## src/rtl/rv32i_decode_stage_pkg.sv

```systemverilog
// Shared types and encodings for the RV32I ID stage: opcodes, ALU ops, immediate
// formats, funct3 values and the ID/EX register layout.
package rv32i_decode_stage_pkg;

  localparam int unsigned Xlen     = 32;
  localparam int unsigned RegAddrW = 5;

  localparam logic [6:0] OpNop    = 7'h00;
  localparam logic [6:0] OpLoad   = 7'h03;
  localparam logic [6:0] OpImm    = 7'h13;
  localparam logic [6:0] OpAuipc  = 7'h17;
  localparam logic [6:0] OpStore  = 7'h23;
  localparam logic [6:0] OpReg    = 7'h33;
  localparam logic [6:0] OpLui    = 7'h37;
  localparam logic [6:0] OpBranch = 7'h63;
  localparam logic [6:0] OpJalr   = 7'h67;
  localparam logic [6:0] OpJal    = 7'h6f;

  localparam logic [2:0] F3AddSub = 3'b000;
  localparam logic [2:0] F3Sll    = 3'b001;
  localparam logic [2:0] F3Slt    = 3'b010;
  localparam logic [2:0] F3Sltu   = 3'b011;
  localparam logic [2:0] F3Xor    = 3'b100;
  localparam logic [2:0] F3SrlSra = 3'b101;
  localparam logic [2:0] F3Or     = 3'b110;
  localparam logic [2:0] F3And    = 3'b111;

  localparam logic [2:0] F3Beq  = 3'b000;
  localparam logic [2:0] F3Bne  = 3'b001;
  localparam logic [2:0] F3Blt  = 3'b100;
  localparam logic [2:0] F3Bge  = 3'b101;
  localparam logic [2:0] F3Bltu = 3'b110;
  localparam logic [2:0] F3Bgeu = 3'b111;

  localparam logic [2:0] F3Byte  = 3'b000;
  localparam logic [2:0] F3Half  = 3'b001;
  localparam logic [2:0] F3Word  = 3'b010;
  localparam logic [2:0] F3ByteU = 3'b100;
  localparam logic [2:0] F3HalfU = 3'b101;

  localparam logic [6:0] F7Base = 7'b0000000;
  localparam logic [6:0] F7Alt  = 7'b0100000;

  typedef enum logic [3:0] {
    AluAdd, AluSub, AluSll, AluSlt, AluSltu, AluXor, AluSrl, AluSra,
    AluOr, AluAnd, AluBeq, AluBne, AluBlt, AluBge, AluBltu, AluBgeu
  } alu_op_e;

  typedef enum logic [2:0] {ImmI, ImmS, ImmB, ImmU, ImmJ, ImmNone} imm_fmt_e;

  typedef struct packed {
    alu_op_e         alu_op;
    logic [Xlen-1:0] imm;
    logic            src_a_pc;
    logic            src_a_zero;
    logic            src_b_imm;
    logic            reg_write;
    logic            mem_read;
    logic            mem_write;
    logic            rs1_used;
    logic            rs2_used;
    logic            illegal;
    logic            is_nop;
  } dec_t;

  typedef struct packed {
    logic                valid;
    logic [Xlen-1:0]     pc;
    logic [6:0]          op;
    alu_op_e             alu_op;
    logic [2:0]          funct3;
    logic [Xlen-1:0]     imm;
    logic [Xlen-1:0]     rs1_data;
    logic [Xlen-1:0]     rs2_data;
    logic [RegAddrW-1:0] rs1;
    logic [RegAddrW-1:0] rs2;
    logic [RegAddrW-1:0] rd;
    logic                src_a_pc;
    logic                src_a_zero;
    logic                src_b_imm;
    logic                reg_write;
    logic                mem_read;
    logic                mem_write;
    logic                illegal;
  } id_ex_t;

  // alt selects SUB/SRA; callers decide when funct7[5] is meaningful.
  function automatic alu_op_e alu_from_funct3(logic [2:0] f3, logic alt);
    case (f3)
      F3AddSub: return alt ? AluSub : AluAdd;
      F3Sll:    return AluSll;
      F3Slt:    return AluSlt;
      F3Sltu:   return AluSltu;
      F3Xor:    return AluXor;
      F3SrlSra: return alt ? AluSra : AluSrl;
      F3Or:     return AluOr;
      default:  return AluAnd;
    endcase
  endfunction

endpackage

```

## src/rtl/rv32i_decode_stage_decoder.sv

```systemverilog
// Combinational RV32I instruction decoder: ALU op, immediate, control and
// illegal-encoding detection from a raw instruction word.
module rv32i_decoder
  import rv32i_decode_stage_pkg::*;
(
  input  logic [31:0] instr,
  output dec_t        dec
);

  logic [6:0] opcode;
  logic [2:0] f3;
  logic [6:0] f7;
  logic [4:0] rd;
  imm_fmt_e   fmt;
  logic       shamt_imm;

  assign opcode = instr[6:0];
  assign rd     = instr[11:7];
  assign f3     = instr[14:12];
  assign f7     = instr[31:25];

  always_comb begin
    dec       = '0;
    fmt       = ImmNone;
    shamt_imm = 1'b0;

    case (opcode)
      OpLui: begin
        fmt            = ImmU;
        dec.src_a_zero = 1'b1;
        dec.src_b_imm  = 1'b1;
        dec.reg_write  = 1'b1;
      end
      OpAuipc, OpJal: begin
        fmt           = (opcode == OpJal) ? ImmJ : ImmU;
        dec.src_a_pc  = 1'b1;
        dec.src_b_imm = 1'b1;
        dec.reg_write = 1'b1;
      end
      OpJalr: begin
        fmt           = ImmI;
        dec.rs1_used  = 1'b1;
        dec.src_b_imm = 1'b1;
        dec.reg_write = 1'b1;
        dec.illegal   = (f3 != 3'b000);
      end
      OpBranch: begin
        fmt          = ImmB;
        dec.rs1_used = 1'b1;
        dec.rs2_used = 1'b1;
        case (f3)
          F3Beq:   dec.alu_op = AluBeq;
          F3Bne:   dec.alu_op = AluBne;
          F3Blt:   dec.alu_op = AluBlt;
          F3Bge:   dec.alu_op = AluBge;
          F3Bltu:  dec.alu_op = AluBltu;
          F3Bgeu:  dec.alu_op = AluBgeu;
          default: dec.illegal = 1'b1;
        endcase
      end
      OpLoad: begin
        fmt           = ImmI;
        dec.rs1_used  = 1'b1;
        dec.src_b_imm = 1'b1;
        dec.reg_write = 1'b1;
        dec.mem_read  = 1'b1;
        dec.illegal   = !(f3 inside {F3Byte, F3Half, F3Word, F3ByteU, F3HalfU});
      end
      OpStore: begin
        fmt           = ImmS;
        dec.rs1_used  = 1'b1;
        dec.rs2_used  = 1'b1;
        dec.src_b_imm = 1'b1;
        dec.mem_write = 1'b1;
        dec.illegal   = !(f3 inside {F3Byte, F3Half, F3Word});
      end
      OpImm: begin
        fmt           = ImmI;
        dec.rs1_used  = 1'b1;
        dec.src_b_imm = 1'b1;
        dec.reg_write = 1'b1;
        dec.alu_op    = alu_from_funct3(f3, (f3 == F3SrlSra) && f7[5]);
        if (f3 == F3Sll) begin
          shamt_imm   = 1'b1;
          dec.illegal = (f7 != F7Base);
        end else if (f3 == F3SrlSra) begin
          shamt_imm   = 1'b1;
          dec.illegal = (f7 != F7Base) && (f7 != F7Alt);
        end
      end
      OpReg: begin
        dec.rs1_used  = 1'b1;
        dec.rs2_used  = 1'b1;
        dec.reg_write = 1'b1;
        dec.alu_op    = alu_from_funct3(f3, f7[5]);
        // Only ADD/SUB and SRL/SRA have an alternate funct7 encoding.
        dec.illegal   = !((f7 == F7Base) ||
                          ((f7 == F7Alt) && ((f3 == F3AddSub) || (f3 == F3SrlSra))));
      end
      OpNop:   dec.is_nop = 1'b1;
      default: dec.illegal = 1'b1;
    endcase

    if (dec.illegal) begin
      dec.reg_write = 1'b0;
      dec.mem_read  = 1'b0;
      dec.mem_write = 1'b0;
    end
    if (rd == 5'd0) dec.reg_write = 1'b0;

    case (fmt)
      ImmI:    dec.imm = {{20{instr[31]}}, instr[31:20]};
      ImmS:    dec.imm = {{20{instr[31]}}, instr[31:25], instr[11:7]};
      ImmB:    dec.imm = {{19{instr[31]}}, instr[31], instr[7], instr[30:25], instr[11:8], 1'b0};
      ImmU:    dec.imm = {instr[31:12], 12'b0};
      ImmJ:    dec.imm = {{11{instr[31]}}, instr[31], instr[19:12], instr[20], instr[30:21],
                          1'b0};
      default: dec.imm = '0;
    endcase
    if (shamt_imm) dec.imm = {27'b0, instr[24:20]};
  end

endmodule

```

## src/rtl/rv32i_decode_stage.sv

```systemverilog
// RV32I ID stage: decode, register-file read, load-use hazard detection and the
// ID/EX pipeline register.
module rv32i_decode_stage
  import rv32i_decode_stage_pkg::*;
#(
  parameter int unsigned XLEN       = Xlen,
  parameter int unsigned REG_ADDR_W = RegAddrW
) (
  input  logic                  clk,
  input  logic                  rst_n,
  input  logic                  if_valid,
  input  logic [31:0]           if_instr,
  input  logic [XLEN-1:0]       if_pc,
  output logic                  id_ready,
  input  logic                  ex_stall,
  input  logic                  flush,
  output logic [REG_ADDR_W-1:0] rf_rs1_addr,
  output logic [REG_ADDR_W-1:0] rf_rs2_addr,
  input  logic [XLEN-1:0]       rf_rs1_data,
  input  logic [XLEN-1:0]       rf_rs2_data,
  output logic                  ex_valid,
  output logic [XLEN-1:0]       ex_pc,
  output logic [6:0]            ex_op,
  output logic [3:0]            ex_alu_op,
  output logic [2:0]            ex_funct3,
  output logic [XLEN-1:0]       ex_imm,
  output logic [XLEN-1:0]       ex_rs1_data,
  output logic [XLEN-1:0]       ex_rs2_data,
  output logic [REG_ADDR_W-1:0] ex_rs1,
  output logic [REG_ADDR_W-1:0] ex_rs2,
  output logic [REG_ADDR_W-1:0] ex_rd,
  output logic                  ex_src_a_pc,
  output logic                  ex_src_a_zero,
  output logic                  ex_src_b_imm,
  output logic                  ex_reg_write,
  output logic                  ex_mem_read,
  output logic                  ex_mem_write,
  output logic                  ex_illegal
);

  dec_t                dec;
  id_ex_t              id_ex_d, id_ex_q;
  logic [RegAddrW-1:0] rs1, rs2, rd;
  logic                load_use;

  rv32i_decoder u_decoder (
    .instr (if_instr),
    .dec   (dec)
  );

  assign rs1 = if_instr[19:15];
  assign rs2 = if_instr[24:20];
  assign rd  = if_instr[11:7];

  assign rf_rs1_addr = rs1;
  assign rf_rs2_addr = rs2;

  assign load_use = id_ex_q.valid && id_ex_q.mem_read && (id_ex_q.rd != '0) &&
                    ((dec.rs1_used && (rs1 == id_ex_q.rd)) ||
                     (dec.rs2_used && (rs2 == id_ex_q.rd)));

  // Forced high in reset so IF never sees a stale hazard while the pipe clears.
  assign id_ready = !rst_n || (!ex_stall && !load_use);

  // Bubbles are captured as an all-zero entry so no stray control reaches EX.
  always_comb begin
    id_ex_d = '0;
    if (if_valid && !dec.is_nop && !load_use) begin
      id_ex_d.valid      = 1'b1;
      id_ex_d.pc         = if_pc;
      id_ex_d.op         = if_instr[6:0];
      id_ex_d.alu_op     = dec.alu_op;
      id_ex_d.funct3     = if_instr[14:12];
      id_ex_d.imm        = dec.imm;
      id_ex_d.rs1_data   = rf_rs1_data;
      id_ex_d.rs2_data   = rf_rs2_data;
      id_ex_d.rs1        = dec.rs1_used ? rs1 : '0;
      id_ex_d.rs2        = dec.rs2_used ? rs2 : '0;
      id_ex_d.rd         = rd;
      id_ex_d.src_a_pc   = dec.src_a_pc;
      id_ex_d.src_a_zero = dec.src_a_zero;
      id_ex_d.src_b_imm  = dec.src_b_imm;
      id_ex_d.reg_write  = dec.reg_write;
      id_ex_d.mem_read   = dec.mem_read;
      id_ex_d.mem_write  = dec.mem_write;
      id_ex_d.illegal    = dec.illegal;
    end
  end

  always_ff @(posedge clk) begin
    if (!rst_n) begin
      id_ex_q <= '0;
    end else if (flush) begin
      id_ex_q <= '0;
    end else if (!ex_stall) begin
      id_ex_q <= id_ex_d;
    end
  end

  assign ex_valid      = id_ex_q.valid;
  assign ex_pc         = id_ex_q.pc;
  assign ex_op         = id_ex_q.op;
  assign ex_alu_op     = id_ex_q.alu_op;
  assign ex_funct3     = id_ex_q.funct3;
  assign ex_imm        = id_ex_q.imm;
  assign ex_rs1_data   = id_ex_q.rs1_data;
  assign ex_rs2_data   = id_ex_q.rs2_data;
  assign ex_rs1        = id_ex_q.rs1;
  assign ex_rs2        = id_ex_q.rs2;
  assign ex_rd         = id_ex_q.rd;
  assign ex_src_a_pc   = id_ex_q.src_a_pc;
  assign ex_src_a_zero = id_ex_q.src_a_zero;
  assign ex_src_b_imm  = id_ex_q.src_b_imm;
  assign ex_reg_write  = id_ex_q.reg_write;
  assign ex_mem_read   = id_ex_q.mem_read;
  assign ex_mem_write  = id_ex_q.mem_write;
  assign ex_illegal    = id_ex_q.illegal;

endmodule

```

## config.mk

```make
export PLATFORM = sky130hd
export DESIGN_NAME = rv32i_decode_stage
export DESIGN_NICKNAME = d
export VERILOG_FILES = /design/src/rtl/rv32i_decode_stage_pkg.sv /design/src/rtl/rv32i_decode_stage_decoder.sv /design/src/rtl/rv32i_decode_stage.sv
export SDC_FILE = /design/constraint.sdc
export NUM_CORES = 1
export LEC_CHECK = 0
export CAP_MARGIN = 20
export CORE_MARGIN = 3
export CORE_UTILIZATION = 40
export DETAILED_ROUTE_END_ITERATION = 6
export PLACE_DENSITY_LB_ADDON = 0.1
export SLEW_MARGIN = 25
export SYNTH_ARGS = -nofsm -noshare
export SYNTH_HDL_FRONTEND = slang
export SYNTH_SLANG_ARGS = --single-unit
```

## constraint.sdc

```tcl
create_clock -name clk -period 2.3 [get_ports clk]
set_input_delay 0.345 -clock clk [delete_from_list [all_inputs] [get_ports clk]]
set_output_delay 0.345 -clock clk [all_outputs]
set_load 0.02 [all_outputs]
```

* Word-level counts from Yosys, hierarchy flattened
Index checks and enable logic that the tools add are counted.
Cells by class: add/sub/neg operators 0, $mul 0, divide/modulo/power cells 0, $lt $le $gt $ge 0, equality and inequality tests 24, shifts and indexed selects 0, muxes and demuxes 33, bitwise gates (word level) 1, reductions and logical operators 41
Operators by type and width (count):
- $mux 165 | 1
- $pmux 32 s5 | 1
- $pmux 4 s7 | 2
- $mux 32 | 1
- $eq 7x6->1 const B | 4
- $pmux 4 s6 | 1
- $eq 7x7->1 const B | 3
- $mux 1 | 20
- $eq 3x3->1 const B | 5
- $pmux 3 s5 | 1
- $eq 7x5->1 const B | 2
- $logic_not 7->1 | 2
- $reduce_or 7->1 | 2
- $eq 3x2->1 const B | 4
- $pmux 4 s3 | 1
- $reduce_or 6->1 | 2
- $logic_and 1x1->1 | 11
- $eq 5x5->1 | 2
- $mux 5 | 2
- $reduce_bool 5->1 | 2
- $eq 7x2->1 const B | 1
- $logic_not 1->1 | 7
- $ne 7x6->1 const B | 1
- $pmux 1 s7 | 1
- other kinds (11) | 20
Storage, ports and cells: flip-flop bits (word level) 165, latch bits 0, bits in writable memories 0, bits in read-only memories 0, input port bits 133, output and inout port bits 176, logic and storage cells 117, memories kept 0

* Logic depth before layout (Yosys ltp)
Gate-level depths: netlist (run 1).
depth in word-level cells 9, gate-level depth with buffers 10, gate-level depth less buffers 5

* Cells and area by module
From an unflattened synthesis (run 1), not the netlist that was laid out.
Second synthesis, totals: cells, all modules 564, area, all modules 6291.0 sq um
By module, submodules not included:
- rv32i_decode_stage | times used 1, cells each 398, area an instance 5178.7 sq um, sequential area each 3303.2 sq um
- rv32i_decoder | times used 1, cells each 166, area an instance 1112.3 sq um, sequential area each 0.0 sq um

* Worst setup path before layout (run 1)
No wires, ideal clock.
kind register to register, start register id_ex_q, in the netlist ex_rd[4], end register id_ex_q, in the netlist ex_rs1_data[0], setup time 0.117 ns, arrival 1.987 ns, data required time 2.183 ns, path slack 0.196 ns, cell stages (with the launch flop) 9, buffers on the path 3, clock period less this slack 2.104 ns, cell sequence dfxtp_1 > xor2_1 > nor3_1 > nand4_4 > and3_1 > buf_6 > buf_6 > buf_6 > a22o_1
On the way: word-level cells in the longest chain between the ends 7, elaborated cells between the ends (all ways) 11, classes of those cells eq/ne: 2; mux: 1; reduce/logical: 8
RTL lines:
- from (decl) | RTL line rv32i_decode_stage.sv:42 | id_ex_t id_ex_d, id_ex_q;
- from (signal assigned) | RTL line rv32i_decode_stage.sv:96 | id_ex_q <= id_ex_d;
- $eq 5x5->1 (on tied branches) | RTL line rv32i_decode_stage.sv:59, rv32i_decode_stage.sv:60
- $logic_and 1x1->1 (on tied branches) | RTL line rv32i_decode_stage.sv:59, rv32i_decode_stage.sv:60
- $logic_or 1x1->1 | RTL line rv32i_decode_stage.sv:59 | ((dec.rs1_used && (rs1 == id_ex_q.rd)) ||
- $logic_and 1x1->1 * | RTL line rv32i_decode_stage.sv:58 | assign load_use = id_ex_q.valid && id_ex_q.mem_read && (id_ex_q.rd != '0) &&
- $logic_not 1->1 * | RTL line rv32i_decode_stage.sv:68 | if (if_valid && !dec.is_nop && !load_use) begin
- $logic_and 1x1->1 * | RTL line rv32i_decode_stage.sv:68
- $mux 165 * | RTL line rv32i_decode_stage.sv:68
Every way passes the cells marked *; elsewhere a longest branch is shown, timed or not. A chain may end at the register's enable or synchronous reset.

* Worst setup path after layout (run 1)
start register id_ex_q, in the netlist ex_rd[0], end output port id_ready
On the way: word-level cells in the longest chain between the ends 7, elaborated cells between the ends (all ways) 11, classes of those cells eq/ne: 2; reduce/logical: 9
RTL lines:
- $eq 5x5->1 (on tied branches) | RTL line rv32i_decode_stage.sv:59, rv32i_decode_stage.sv:60
- $logic_and 1x1->1 (on tied branches) | RTL line rv32i_decode_stage.sv:59, rv32i_decode_stage.sv:60
- $logic_or 1x1->1 | RTL line rv32i_decode_stage.sv:59
- $logic_and 1x1->1 * | RTL line rv32i_decode_stage.sv:58
- $logic_not 1->1 * | RTL line rv32i_decode_stage.sv:63 | assign id_ready = !rst_n || (!ex_stall && !load_use);
- $logic_and 1x1->1 * | RTL line rv32i_decode_stage.sv:63
- $logic_or 1x1->1 * | RTL line rv32i_decode_stage.sv:63
- to (decl) | RTL line rv32i_decode_stage.sv:14 | output logic id_ready,
Marked as above.

==> results.json, run 1 <==
{
  "yosys.area.top_type": "dfxtp_1",
  "r2r-start": "ex_rd[0]$_SDFFE_PP0N_",
  "diodes": 0,
  "synth_fp_nets": 698,
  "pwr-share-clk_pct": 41.7,
  "slew_violations": 0,
  "finalCritPeriodShare_pct": 97.5,
  "die_area_um2": 16700,
  "min_period_ns": 2.24,
  "grt_overflow": 0,
  "startpoint_type": "flop",
  "slew_headroom_pct": 65.0,
  "critPathSlowestCell": "or4_4",
  "endpoint_kind": "output pin",
  "reg2regPathDepth": 6,
  "cp.arrival_ns": 1.90,
  "final-setup-viol-count": 0,
  "hpwl_um": 16200,
  "cp_num_buf_inv": 1,
  "ant_nets": 0,
  "crit_required_ns": 1.96,
  "core_um2": 14700,
  "routed_wl_um": 21600,
  "synth_edf_count": 0,
  "grt_max_degree": 75,
  "power.internal_mw": 4.81,
  "fmax_mhz": 446,
  "synth_ff_type": "dfxtp_1",
  "holdCritPathClass": "flop to flop",
  "final_common_cell": "clkdlybuf4s50_1",
  "yosysWarnings": 0,
  "wire_per_inst_um": 19.5,
  "vias": 6107,
  "grt_setup_unrepaired": "true",
  "status": "finished clean",
  "synth_cells": 565,
  "hold_start": "ex_imm[19]$_SDFFE_PP0N_",
  "cts_max_path_buffers": 2,
  "ir_drop_mv": 0.533,
  "drc": 0,
  "criticalPathCategory": "flop to output pin",
  "netlist_area_um2": 6060,
  "tns_ns": 0,
  "io_pins": 309,
  "synthArstFlopShare_pct": 0,
  "crit_family": "simple AND/OR/NAND/NOR gates",
  "timing.rr.end": "ex_imm[8]$_SDFFE_PP0N_",
  "p_sw_mw": 1.44,
  "p_leak_nw": 3.98,
  "drtIter0Drc": 352,
  "clock_sinks": 165,
  "hold_slack_ns": 0.455,
  "hold_viol_final": 0,
  "r2r_slack_ns": 0.16,
  "critPathMaxStageDelay_ns": 0.56,
  "clock_latency_ns": 0.42,
  "place_congestion": 0.958,
  "htreeDepth": 4,
  "worstHoldPathCells": 2,
  "powerDensity_nw_per_um2": 607,
  "maxCapViolations": 0,
  "dr.pass1.iters": 5,
  "placementRows": 44,
  "grt_use_total_pct": 25.3,
  "skew_ns": 0.0100,
  "path_cells": "or4_4 -> o21ba_4 -> nand4_4 -> nand3_2 -> nand2_1 -> buf_4",
  "numCtsBuffers": 17,
  "tightest_slew_ns": 0.524,
  "vias_per_cell": 5.52,
  "initial_core_util_pct": 41.2,
  "pwr-share-comb_pct": 11.5,
  "yosysSeqAreaShare_pct": 54.5,
  "crit_fanout": 2,
  "synth_top_cell_area_share_pct": 54.5,
  "synthToLayoutAreaGrowth_pct": 70.0,
  "die_x_um": 129,
  "die_y_um": 129,
  "worstHoldEndpoint": "ex_imm[19]$_SDFFE_PP0N_",
  "synth_area_leaders": "dfxtp_1 55%, a22o_1 16%, a32o_1 3.6%",
  "switching_share_pct": 23.1,
  "seqPwrFrac_pct": 46.8,
  "clk_pin_slew_ns": 0.06,
  "portBuffers": 308,
  "ys_seq_elements": 165,
  "ys_types": 50,
  "postSynthAreaPerCell_um2": 10.7,
  "fin_nets": 1047,
  "finalPower_mw": 6.25,
  "final_cell_mix": "307 x clkdlybuf4s50_1, 164 x dfxtp_1, 112 x a22o_1",
  "cts-root-buf": "clkbuf_16",
  "grt_pass1_vias": 6174,
  "drive_above_1_share_pct": 13.0,
  "grt_antenna_before_repair": 0,
  "cts_tree": "built",
  "grt_pass1_wl_um": 32900
}
## worst max path at each step
stage,start,endpoint,slack (ns),cells after the start
CTS,ex_rd[0]$_SDFFE_PP0N_,id_ready,0.002,6
floorplan,ex_rd[4]$_SDFFE_PP0N_,ex_rs1_data[0]$_SDFFE_PP0N_,0.20,8
finish,ex_rd[0]$_SDFFE_PP0N_,id_ready,0.06,6
detailed placement,if_instr[2],id_ready,-0.42,7
global route,ex_rd[2]$_SDFFE_PP0N_,id_ready,-0.008,8
global placement,if_instr[2],id_ready,-0.36,7
## per-stage QoR
step                setup WS (ns)  area (um2)  util, %  std cells
floorplan                   0.196        6060        -        565
global placement           -0.365        9740     66.2       1078
detailed placement         -0.424        9740     66.2       1078
CTS                       0.00208       10300     69.9       1106
global route             -0.00783       10300     70.0       1107
finish                     0.0583       10300     70.0       1107
## logic make-up after synthesis
| family | after synthesis | share of synthesized area (%) |
|---|---|---|
| AOI/OAI and AO/OA | 221 | 29.0 |
| xor gates and xnor gates | 11 | 1.59 |
| buffers and inverters | 59 | 5.31 |
| DFF | 165 | 54.5 |
| muxes | 1 | 0.165 |
| and+or+nand+nor | 108 | 9.42 |
## power by group through the flow
stage               combinational, mW  sequential (mW)  clock [mW]
global route                    0.762             2.93        2.76
detailed placement              0.710             2.99           0
finish                          0.716             2.92        2.61
global placement                0.701             2.98           0
CTS                             0.715             2.92        2.64
floorplan                       0.195             3.04           0
## Yosys cell counts, drive strengths merged (4+ instances only)
library cell	instances
dfxtp	165
a22o	112
nand2	41
o21ai	33
buf	28
clkbuf	28
a21oi	23
a32o	22
nor2	17
xor2	11
nand3	8
nand4	7
a21o	6
a22oi	5
and2	4
and3	4
nor2b	4
nor3	4
## sequential cells by signal (all words and copies together), names as in the netlist, 3 cells and up
signal,count
ex_rs2,5
ex_rs2_data,32
ex_rd,5
ex_alu_op,4
ex_pc,32
ex_rs1_data,32
ex_rs1,5
ex_funct3,3
ex_op,7
ex_imm,32
## final cells by class
class | count | area (um2)
clock buffers | 20 | 447
clock inverters | 8 | 81.3
fillers | 1094 | 4410
inverters | 3 | 11.3
multi-input cells | 341 | 2460
flip-flops and latches | 165 | 3300
well taps | 184 | 230
repair buffers | 386 | 3750
## tightest hold or removal path, cell delays in order (launching register included)
cell	delay [ns]
dfxtp_1	0.33
nand2_1	0.04
o21ai_0	0.05
## metal layers
metal | vias up | global-route usage (%) | part of all wire, %
met1 | 2947 | 30.6 | 40
met2 | 298 | 42.4 | 49
met3 | 40 | 8.29 | 8.6
met5 | - | 0 | 0
li1 | 2822 | - | -
met4 | 0 | 8.52 | 2.2
## repair_timing
| action | 4_1_cts | 5_1_grt |
|---|---|---|
| resized for setup | 8 | 4 |
| setup buffers | 0 | 1 |
| pin swaps | 0 | 2 |
| hold buffers | 0 | 0 |
| gates cloned | 0 | 0 |
| setup endpoints to repair | 1 | 3 |
Power figures use the tool's default switching activity.
==> run 2: changes to the inputs <==
--- a/config.mk
+++ b/config.mk
@@ -10,6 +10,7 @@
 export CORE_UTILIZATION = 40
 export DETAILED_ROUTE_END_ITERATION = 6
 export PLACE_DENSITY_LB_ADDON = 0.1
+export REMOVE_ABC_BUFFERS = 1
 export SLEW_MARGIN = 25
 export SYNTH_ARGS = -nofsm -noshare
 export SYNTH_HDL_FRONTEND = slang
==> results.json, run 2 (synthesis results as in run 1) <==
{
  "holdCritPathClass": "flop to flop",
  "numCtsBuffers": 17,
  "crit_path_end": "id_ready",
  "powerDensity_nw_per_um2": 602,
  "cts_tree": "built",
  "tightest_slew_ns": 0.562,
  "endpoint_kind": "output pin",
  "crit_start": "ex_rd[1]$_SDFFE_PP0N_",
  "wl_met3_um": 1880,
  "skew_ns": 0.0123,
  "slew_headroom_pct": 62.1,
  "core_um2": 14700,
  "finalCritPeriodShare_pct": 96.9,
  "p_leak_nw": 4.08,
  "ant_nets": 0,
  "finalPower_mw": 6.30,
  "grt_pass1_vias": 6156,
  "grt_pass1_wl_um": 33300,
  "wl_met2_um": 10700,
  "grt_max_degree": 69,
  "final_cells": 1127,
  "dr.pass1.iters": 5,
  "ir_drop_mv": 0.623,
  "hold_viol_final": 0,
  "slew_violations": 0,
  "placementRows": 44,
  "vias": 6086,
  "hpwl_um": 16900,
  "synthToLayoutAreaGrowth_pct": 72.8,
  "clk_pin_slew_ns": 0.06,
  "grt_overflow": 0,
  "cts-root-buf": "clkbuf_16",
  "wire_per_inst_um": 19.8,
  "portBuffers": 308,
  "cp.arrival_ns": 1.88,
  "grt_setup_unrepaired": "false",
  "reg2regPathDepth": 6,
  "drtIter0Drc": 340,
  "io_pins": 309,
  "r2r_slack_ns": 0.10,
  "fillers": 1089,
  "fin_nets": 1065,
  "grt_antenna_before_repair": 0,
  "die_x_um": 129,
  "grt_use_total_pct": 25.6,
  "final_common_cell": "clkdlybuf4s50_1",
  "timing.rr.end": "ex_imm[8]$_SDFFE_PP0N_",
  "place_congestion": 0.891,
  "cts_max_path_buffers": 2,
  "final-setup-viol-count": 0,
  "diodes": 0,
  "vias_per_cell": 5.40,
  "crit_fanout": 2,
  "crit_required_ns": 1.96,
  "startpoint_type": "flop",
  "drc": 0,
  "initial_core_util_pct": 41.2,
  "drive_above_1_share_pct": 14.4,
  "place_inst": 1097,
  "final_cell_mix": "307 x clkdlybuf4s50_1, 164 x dfxtp_1, 112 x a22o_1",
  "wl_met1_um": 9140,
  "clock_sinks": 165,
  "criticalPathCategory": "flop to output pin",
  "r2r-start": "ex_rd[1]$_SDFFE_PP0N_",
  "clock_latency_ns": 0.42,
  "top_layer_used": "met4",
  "die_area_um2": 16700,
  "htreeDepth": 4,
  "status": "finished clean",
  "min_period_ns": 2.23,
  "maxCapViolations": 0,
  "fmax_mhz": 448,
  "routed_wl_um": 22300,
  "die_y_um": 129
}
run 2: how the worst min path moves through the flow:
stage / to / cells after the start / startpoint
2_1_floorplan: ex_imm[31]$_SDFFE_PP0N_ / 1 / if_instr[31]
3_3_place_gp: ex_imm[15]$_SDFFE_PP0N_ / 2 / ex_imm[15]$_SDFFE_PP0N_
3_5_place_dp: ex_imm[27]$_SDFFE_PP0N_ / 2 / ex_imm[27]$_SDFFE_PP0N_
4_1_cts: ex_imm[27]$_SDFFE_PP0N_ / 2 / ex_imm[27]$_SDFFE_PP0N_
5_1_grt: ex_rs1[4]$_SDFFE_PP0N_ / 1 / ex_rs1[4]$_SDFFE_PP0N_
6_report: ex_imm[27]$_SDFFE_PP0N_ / 2 / ex_imm[27]$_SDFFE_PP0N_
run 2: layout make-up:
class / instances / area [um2] / share of cell area (%)
clock inverter: 7 / 75.1 / 0.717
tap: 184 / 230 / 2.20
inverter: 3 / 11.3 / 0.108
timing repair buffer: 404 / 3920 / 37.4
multi-input combinational: 341 / 2470 / 23.6
sequential: 165 / 3300 / 31.6
clock buffer: 23 / 458 / 4.38
run 2: through the flow:
step                      cell area [um2]  util [%]  setup slack (ns)  TNS (ns)  hold slack (ns)
after floorplan                      5750         -             -3.81   -585.35            0.471
after global placement               9900      67.4            -0.300    -33.88            0.440
after detailed placement             9900      67.4            -0.326    -38.56            0.446
after CTS                           10400      71.0           0.00714         0            0.462
after global routing                10500      71.2            0.0102         0            0.482
final                               10500      71.2            0.0703         0            0.456
run 2: critical path, cell delays in order, from the launching register on:
cell and delay (ns):
dfxtp_1 0.33, or4_4 0.56, o21ba_4 0.25, nand4_4 0.08, nand3_2 0.07, nand2_2 0.07
buf_6 0.11
run 2: report_power, final:
part           internal (mW)  total, mW  switching (mW)
Sequential              2.90       2.92          0.0242
Combinational          0.434      0.748           0.314
Clock                   1.51       2.63            1.12
run 2: layer usage:
metal | vias to the layer above | GRT usage (%)
met5 | - | 0
met4 | 0 | 9.26
met3 | 44 | 8.24
met2 | 308 | 41.9
met1 | 2858 | 31.7
li1 | 2876 | -
run 2: repair_timing:
item / CTS / global route
hold buffers: 0 / 0
pin swaps: 0 / 4
setup buffers: 0 / 0
resized for setup: 6 / 6
setup endpoints to repair: 1 / 72
